--- config.mk ---
export PLATFORM = sky130hd
export DESIGN_NAME = truth_table_sweeper
export DESIGN_NICKNAME = d
export VERILOG_FILES = /design/src/rtl/tt_pkg.sv /design/src/rtl/pos_eval.sv /design/src/rtl/truth_table_sweeper.sv
export SDC_FILE = /design/constraint.sdc
export NUM_CORES = 1
export LEC_CHECK = 0
export ABC_AREA = 1
export CAP_MARGIN = 20
export CORE_ASPECT_RATIO = 0.5
export CORE_MARGIN = 2
export CORE_UTILIZATION = 59
export CTS_BUF_LIST = sky130_fd_sc_hd__clkbuf_4
export CTS_CLUSTER_DIAMETER = 200
export DETAILED_ROUTE_END_ITERATION = 6
export HOLD_SLACK_MARGIN = 0.05
export MAX_ROUTING_LAYER = met4
export PLACE_DENSITY = 0.85
export SLEW_MARGIN = 20
export SYNTH_ARGS = -nofsm -noshare
export SYNTH_HDL_FRONTEND = slang
export SYNTH_SLANG_ARGS = --single-unit
--- constraint.sdc ---
create_clock -name clk -period 7.4 [get_ports clk]
set_input_delay 1.85 -clock clk [delete_from_list [all_inputs] [get_ports clk]]
set_output_delay 1.85 -clock clk [all_outputs]
set_load 0.02 [all_outputs]
--- src/rtl/tt_pkg.sv ---
// Shared types, sizes and helper functions for the truth-table sweeper.
// Widths are fixed for a 4-variable function (16 input vectors).
package tt_pkg;

   localparam int unsigned N_VARS = 4;
   localparam int unsigned N_VEC  = 16;
   localparam int unsigned RES_W  = N_VEC;
   localparam int unsigned CNT_W  = 5;

   typedef enum logic [1:0] {
      StIdle,
      StSweep,
      StCheck,
      StDone
   } tt_state_e;

   function automatic logic [CNT_W-1:0] popcount(input logic [RES_W-1:0] v);
      logic [CNT_W-1:0] cnt;
      cnt = '0;
      for (int i = 0; i < int'(RES_W); i++) begin
         cnt = cnt + CNT_W'(v[i]);
      end
      return cnt;
   endfunction

   // Index of the lowest set bit, 0 when v is all zero.
   function automatic logic [N_VARS-1:0] lowest_set(input logic [RES_W-1:0] v);
      logic [N_VARS-1:0] idx;
      idx = '0;
      for (int i = int'(RES_W) - 1; i >= 0; i--) begin
         if (v[i]) begin
            idx = N_VARS'(i);
         end
      end
      return idx;
   endfunction

endpackage

--- src/rtl/pos_eval.sv ---
// Product-of-sums evaluator: every mask bit contributes one maxterm that is
// zero only for its own input vector, so f = ~mask[vec].
module pos_eval
   import tt_pkg::*;
(
   input  logic [N_VARS-1:0] vec,
   input  logic [N_VEC-1:0]  mask,
   output logic              s
);

   always_comb begin
      s = 1'b1;
      for (int i = 0; i < int'(N_VEC); i++) begin
         // Unmasked terms are forced to 1 and drop out of the product.
         s = s & (~mask[i] | (vec != N_VARS'(i)));
      end
   end

endmodule

--- src/rtl/truth_table_sweeper.sv ---
// Steps a 4-input vector through all 16 values, captures the evaluated function
// into a truth table and compares it against an expected table.
module truth_table_sweeper
   import tt_pkg::*;
#(
   parameter int unsigned SETTLE = 0
) (
   input  logic              clk,
   input  logic              reset,
   input  logic              start,
   input  logic [N_VEC-1:0]  maxterm_mask,
   input  logic [RES_W-1:0]  expected,
   output logic [N_VARS-1:0] vec,
   output logic              busy,
   output logic              done,
   output logic [RES_W-1:0]  result,
   output logic [CNT_W-1:0]  mismatch_count,
   output logic              pass,
   output logic [N_VARS-1:0] first_fail
);

   localparam logic [1:0]        SettleCnt = 2'(SETTLE);
   localparam logic [N_VARS-1:0] LastIdx   = N_VARS'(N_VEC - 1);

   tt_state_e         state_q, state_d;
   logic [N_VARS-1:0] idx_q, idx_d;
   logic [1:0]        wait_q, wait_d;
   logic [N_VEC-1:0]  mask_q, mask_d;
   logic [RES_W-1:0]  exp_q, exp_d;
   logic [RES_W-1:0]  result_q, result_d;
   logic [CNT_W-1:0]  mm_q, mm_d;
   logic              pass_q, pass_d;
   logic [N_VARS-1:0] ff_q, ff_d;
   logic              f;

   pos_eval u_pos_eval (
      .vec  (idx_q),
      .mask (mask_q),
      .s    (f)
   );

   always_ff @(posedge clk or posedge reset) begin
      if (reset) begin
         state_q  <= StIdle;
         idx_q    <= '0;
         wait_q   <= '0;
         mask_q   <= '0;
         exp_q    <= '0;
         result_q <= '0;
         mm_q     <= '0;
         pass_q   <= 1'b0;
         ff_q     <= '0;
      end else begin
         state_q  <= state_d;
         idx_q    <= idx_d;
         wait_q   <= wait_d;
         mask_q   <= mask_d;
         exp_q    <= exp_d;
         result_q <= result_d;
         mm_q     <= mm_d;
         pass_q   <= pass_d;
         ff_q     <= ff_d;
      end
   end

   always_comb begin
      state_d  = state_q;
      idx_d    = idx_q;
      wait_d   = wait_q;
      mask_d   = mask_q;
      exp_d    = exp_q;
      result_d = result_q;
      mm_d     = mm_q;
      pass_d   = pass_q;
      ff_d     = ff_q;

      unique case (state_q)
         StIdle: begin
            if (start) begin
               state_d  = StSweep;
               mask_d   = maxterm_mask;
               exp_d    = expected;
               result_d = '0;
               mm_d     = '0;
               pass_d   = 1'b0;
               ff_d     = '0;
               idx_d    = '0;
               wait_d   = '0;
            end
         end
         StSweep: begin
            if (wait_q == SettleCnt) begin
               result_d[idx_q] = f;
               wait_d          = '0;
               // idx parks at the last vector instead of wrapping.
               if (idx_q == LastIdx) begin
                  state_d = StCheck;
               end else begin
                  idx_d = idx_q + 1'b1;
               end
            end else begin
               wait_d = wait_q + 1'b1;
            end
         end
         StCheck: begin
            mm_d    = popcount(result_q ^ exp_q);
            pass_d  = (result_q == exp_q);
            ff_d    = lowest_set(result_q ^ exp_q);
            state_d = StDone;
         end
         StDone: begin
            state_d = StIdle;
         end
         default: begin
            state_d = StIdle;
         end
      endcase
   end

   assign vec            = idx_q;
   assign busy           = (state_q == StSweep) || (state_q == StCheck);
   assign done           = (state_q == StDone);
   assign result         = result_q;
   assign mismatch_count = mm_q;
   assign pass           = pass_q;
   assign first_fail     = ff_q;

endmodule
==> results_dict.tcl, run 1 <==
set metrics [dict create \
    finalSetupViolCount 0 \
    overflow 0 \
    final_common_cell "nand2_1" \
    drc 0 \
    synthArstFlopShare_pct 100 \
    worst_setup_path_end_kind "register" \
    dp_cells 588 \
    whs_ns 0.491 \
    viasPerCell 5.22 \
    finalCritPeriodShare_pct 64.4 \
    intPower_mw 1.20 \
    die_h_um 61.3 \
    rr_endpoint "mismatch_count[2]" \
    min-delay-start "mask_q[7]" \
    grt_pass1_vias 2938 \
    grt_max_degree 67 \
    hold_path_class "reg2reg" \
    ant_nets 0 \
    vias 3137 \
    path_common_cell "nand2_1" \
    ys_ff_latch 66 \
    cp-startpoint "start" \
    skew_ns 0.0132 \
    layout.nets 572 \
    track_usage_pct 27.1 \
    ctsHoldBuffers 0 \
    cpLargestDelayFamily "buffers and inverters" \
    leakage_nw 2.22 \
    slew_headroom_pct 29.5 \
    postCtsSetupBuffers 0 \
    outcome "finished clean" \
    ys_warn_count 0 \
    max_freq_ghz 0.210 \
    routedWlPerCell_um 14.3 \
    p_clk_share_pct 8.2 \
    final_cell_mix "nand2_1, dfrtp_1, clkdlybuf4s50_1" \
    area_growth_pct 19.5 \
    std_cell_rows 20 \
    gp_congestion 0.906 \
    switchingPower_mw 1.18 \
    syn_inst 449 \
    hold-path-cell-count 2 \
    pwr-share-comb_pct 67.8 \
    rr_startpoint "result[1]" \
    grt_pass1_wl_mm 14.3 \
    clock_sinks 66 \
    drv_slew 0 \
    regToRegSetupSlack_ns 3.32 \
    cp_max_fo 39 \
    cts_tree "built" \
    clk_transition_reported_paths_ns 0.10 \
    min_to "mask_q[7]" \
    synth_seq_area_share_pct 42.6 \
    antenna_found_initial 0 \
    critPathBufInv 4 \
    synthDistinctLibCells 44 \
    rsz0062_at_grt "false" \
    cp.arrival_ns 5.10 \
    crit_path_top_delay_cell "nand2_1" \
    crit_chain "clkdlybuf4s50_1, nand2_1, inv_2, a21oi_1, inv_1, nand2_1, clkinv_1, nand2_1, mux2i_4" \
    die_x_um 119 \
    postCtsResizedCells 0 \
    clk_latency_ns 0.42 \
    stdcell_count 601 \
    swShare_pct 49.6 \
    synth_flop_cell "dfrtp_1" \
    maxCapViolCount 0 \
    h-tree-depth 3 \
    hpwl_mm 6.45 \
    crit_type "in2reg" \
    cts_buffer_depth 2 \
    synth_area_um2 3870 \
    synth_edf_count 0 \
    worst-r2r-cell-count 14 \
    peakVddDrop_mv 0.402 \
    initial_core_util_pct 62.4 \
    diodes 0 \
    cts_buffers 9 \
    dr.pass1.iters 5 \
    start_kind "input port" \
    io_buffers 66 \
    seq_power_share_pct 24.0 \
    drt_iter0_drc 339 \
    core_um2 6210 \
    die_area_um2 7270 \
    worstPathRequired_ns 7.74 \
    worst_pin_slew_ns 1.06 \
    cts-root-buf "clkbuf_4" \
    hold_viol 0 \
    avgSynthCellArea_um2 8.63 \
    tns_ns 0 \
    cpPeakStageDelay_ns 0.75 \
    p_per_area_nw_per_um2 512 \
    drive_above_1_share_pct 7.99 \
    wl_mm 8.57 \
    min_period_ns 4.76 \
    io_pins 67 \
    synth_fp_nets 510 \
]
-- worst max-delay path by stage --
stage	end	slack, ns	cells after the start
final	result[4]	2.64	9
after global routing	result[4]	2.38	9
after CTS	result[4]	2.29	9
after detailed placement	result[4]	1.85	9
after global placement	result[4]	1.98	9
after floorplan	mismatch_count[2]	3.48	15
-- flip-flops by register name, indices dropped and copies added (netlist names) --
signal          cells
mask_q             16
vec                 4
state_q             2
pass                1
exp_q              16
result             16
mismatch_count      5
first_fail          4
wait_q              2
-- routing by layer --
| metal | track usage (%) | up-vias | routed length, um |
|---|---|---|---|
| met5 | - | - | 0 |
| met4 | 9.01 | 0 | 114 |
| met3 | 8.15 | 13 | 602 |
| met2 | 41.9 | 112 | 3940 |
| met1 | 34.9 | 1468 | 3910 |
| li1 | - | 1544 | - |
-- worst min-delay path: stages (launching register included) --
cell,delay (ns)
dfrtp_1,0.35
nand2_1,0.06
nand2_1,0.05
-- through the flow --
step / setup WS [ns] / total power [mW] / instance area, um^2 / util [%]
after floorplan: 3.48 / 1.83 / 3870 / -
after global placement: 1.98 / 2.12 / 4540 / 73.1
after detailed placement: 1.85 / 2.20 / 4540 / 73.1
after CTS: 2.29 / 2.39 / 4630 / 74.6
after global routing: 2.38 / 2.69 / 4630 / 74.6
final: 2.64 / 2.37 / 4630 / 74.6
-- synth_stat cells (all sizes together) (4+ instances only) --
cell type,n,area share [%]
nand2,149,15
dfrtp,66,43
inv,58,5.6
nor2,22,2.3
a21oi,20,4.7
o21ai,20,2.6
nand3,17,2.2
ha,16,5.2
xnor2,12,2.7
fa,10,5.2
clkbuf,9,1.2
buf,7,1.9
nor3,7,1.0
nand4,5,0.81
a31oi,4,0.65
mux2i,4,2.0
-- power groups by stage --
| stage | logic [mW] | clock network [mW] | registers, mW |
|---|---|---|---|
| after floorplan | 1.24 | 0 | 0.585 |
| after global placement | 1.55 | 0 | 0.570 |
| after detailed placement | 1.62 | 0 | 0.575 |
| after CTS | 1.63 | 0.196 | 0.569 |
| after global routing | 1.90 | 0.215 | 0.583 |
| final | 1.61 | 0.194 | 0.569 |
-- final cells by class --
| class | instances | area, um^2 |
|---|---|---|
| clock buffers | 12 | 90.1 |
| clock inverters | 1 | 5.00 |
| fillers | 512 | 1580 |
| inverters | 59 | 221 |
| multi-input cells | 308 | 1880 |
| flip-flops and latches | 66 | 1650 |
| well taps | 88 | 110 |
| repair buffers | 67 | 668 |
-- kinds of logic after synthesis --
kind of cell               count (synthesis)  share of synthesized area, %
muxes                                      4                          2.00
buffers and inverters                     75                          8.75
adders and majority gates                 26                          10.3
xor gates and xnor gates                  14                          3.16
and+or+nand+nor                          207                          22.5
AOI/OAI and AO/OA                         57                          10.7
DFF                                       66                          42.6
Power figures use the tool's default switching activity.
==> inputs of run 2 (changes only) <==
--- a/config.mk
+++ b/config.mk
@@ -9,13 +9,13 @@
 export CAP_MARGIN = 20
 export CORE_ASPECT_RATIO = 0.5
 export CORE_MARGIN = 2
-export CORE_UTILIZATION = 59
+export CORE_UTILIZATION = 50
 export CTS_BUF_LIST = sky130_fd_sc_hd__clkbuf_4
 export CTS_CLUSTER_DIAMETER = 200
 export DETAILED_ROUTE_END_ITERATION = 6
 export HOLD_SLACK_MARGIN = 0.05
 export MAX_ROUTING_LAYER = met4
-export PLACE_DENSITY = 0.85
+export PLACE_DENSITY = 0.76
 export SLEW_MARGIN = 20
 export SYNTH_ARGS = -nofsm -noshare
 export SYNTH_HDL_FRONTEND = slang
==> constraint.sdc (replaced) <==
create_clock -name clk -period 4.1 [get_ports clk]
set_input_delay 1.025 -clock clk [delete_from_list [all_inputs] [get_ports clk]]
set_output_delay 1.025 -clock clk [all_outputs]
set_load 0.02 [all_outputs]
==> results_dict.tcl, run 2 (same netlist as run 1, synthesis figures left out) <==
set metrics [dict create \
    outcome "finished clean" \
    critPathBufInv 5 \
    die_x_um 129 \
    worst_slack_ns 0.211 \
    cpPeakStageDelay_ns 0.55 \
    skew_ns 0.0139 \
    routedWlPerCell_um 14.2 \
    stdcell_area_um2 4770 \
    overflow 0 \
    hpwl_mm 6.46 \
    h-tree-depth 3 \
    final_common_cell "nand2_1" \
    power_mw 4.57 \
    grt_pass1_wl_mm 14.9 \
    cts-root-buf "clkbuf_4" \
    dp_cells 600 \
    antenna_found_initial 0 \
    intPower_mw 2.31 \
    tns_ns 0 \
    clock_sinks 66 \
    diodes 0 \
    max_freq_ghz 0.257 \
    grt_pass1_vias 2991 \
    wl_mm 8.78 \
    crit_chain "xor2_2, inv_2, fa_1, fa_1, inv_1, fa_1, inv_1, fa_1, inv_1, ha_1, inv_1, fa_2, o21ai_0" \
    post-place-ws_ns 0.0184 \
    cts_buffers 9 \
    area_growth_pct 23.1 \
    cp.arrival_ns 4.25 \
    clk_latency_ns 0.45 \
    gp_congestion 0.853 \
    cts_tree "built" \
    track_usage_pct 23.8 \
    layout.nets 578 \
    peakVddDrop_mv 0.707 \
    whs_ns 0.493 \
    multi_input_area_um2 1940 \
    dr.pass1.iters 5 \
    io_buffers 66 \
    ant_nets 0 \
    place_area_um2 4580 \
    io_pins 67 \
    crit_path_top_delay_cell "fa_1" \
    initial_core_util_pct 52.1 \
    switchingPower_mw 2.25 \
    final_cell_mix "nand2_1, dfrtp_1, clkdlybuf4s50_1" \
    seq_area_um2 1650 \
    utilization_pct 64.2 \
    die_area_um2 8510 \
    vias 3138 \
    leakage_nw 2.28 \
    drt_iter0_drc 191 \
    nFillCells 649 \
    worst_pin_slew_ns 0.841 \
    finalSetupViolCount 0 \
    grt_max_degree 67 \
    worst_setup_path_end_kind "register" \
    std_cell_rows 22 \
    clk_transition_reported_paths_ns 0.11 \
    hold_path_class "reg2reg" \
    seq_power_share_pct 22.5 \
    worstPathRequired_ns 4.46 \
    slew_headroom_pct 43.9 \
    crit_type "reg2reg" \
    swShare_pct 49.4 \
    drv_slew 0 \
    maxCapViolCount 0 \
    min_period_ns 3.89 \
    stdcell_count 618 \
    cts_buffer_depth 2 \
    p_clk_share_pct 9.2 \
    drc 0 \
    core_um2 7430 \
    finalCritPeriodShare_pct 94.9 \
    viasPerCell 5.08 \
    cpLargestDelayFamily "adder cells" \
    cp_max_fo 3 \
    pwr-share-comb_pct 68.4 \
    drive_above_1_share_pct 10.7 \
    start_kind "register" \
    ctsHoldBuffers 0 \
    p_per_area_nw_per_um2 957 \
    hold_viol 0 \
    die_h_um 66.3 \
]
-- run 2: changes by cell type in the layout (fill, tap and decap cells not counted), sizes merged --
| cell | delta |
|---|---|
| buf | +6 |
| clkbuf | -3 |
| clkinvlp | +1 |
| bufinv | +1 |
| clkinv | +4 |
-- run 2: cell type report --
type	count	share of cell area, %
timing repair buffer	73	15.0
tap	96	2.52
inverter	59	4.64
sequential	66	34.6
multi-input combinational	308	40.6
clock buffer	9	1.42
clock inverter	7	1.26
-- run 2: power by group through the flow --
stage / Clock (mW) / Combinational, mW / Sequential (mW)
6_report: 0.419 / 3.12 / 1.03
5_1_grt: 0.464 / 3.64 / 1.06
4_1_cts: 0.428 / 3.01 / 1.01
3_5_place_dp: 0 / 2.99 / 1.03
3_3_place_gp: 0 / 2.86 / 1.02
2_1_floorplan: 0 / 2.24 / 1.06
-- run 2: worst paths after layout --
check	slack (ns)	cells past startpoint	start	end
min in group asynchronous	1.14	3	reset	first_fail[1]
setup / recovery	0.21	13	result[0]	mismatch_count[1]
setup reg to reg	0.21	13	result[0]	mismatch_count[1]
hold reg to reg	0.49	2	pass	pass
max in group asynchronous	2.42	3	reset	mask_q[7]
hold / removal	0.49	2	pass	pass
-- run 2: metal layers --
metal  global-route usage [%]  part of all wire, %  routed length (um)  up-vias
met5                        -                    0                   0        -
met4                     6.52                  1.2                 104        0
met3                     6.47                  5.2                 458       10
met2                     33.9                   43                3800       65
met1                     33.7                   50                4410     1502
li1                         -                    -                   -     1561
-- run 2: what timing repair did --
action / 4_1_cts / 5_1_grt
gates resized for setup: 0 / 10
buffers inserted: 0 / 2
endpoints found under the setup margin: 0 / 3
-- run 2: worst min-delay path, stage by stage (launching register included) --
cell and delay (ns):
dfrtp_1 0.36, nand2_1 0.06, nand2_1 0.05
==> inputs of run 3 (changes only) <==
--- a/config.mk
+++ b/config.mk
@@ -6,6 +6,7 @@
 export NUM_CORES = 1
 export LEC_CHECK = 0
 export ABC_AREA = 1
+export ABC_CLOCK_PERIOD_IN_PS = 4100
 export CAP_MARGIN = 20
 export CORE_ASPECT_RATIO = 0.5
 export CORE_MARGIN = 2
==> results of run 3 <==
Final layout, timing and power as in run 2 (identical DEF).
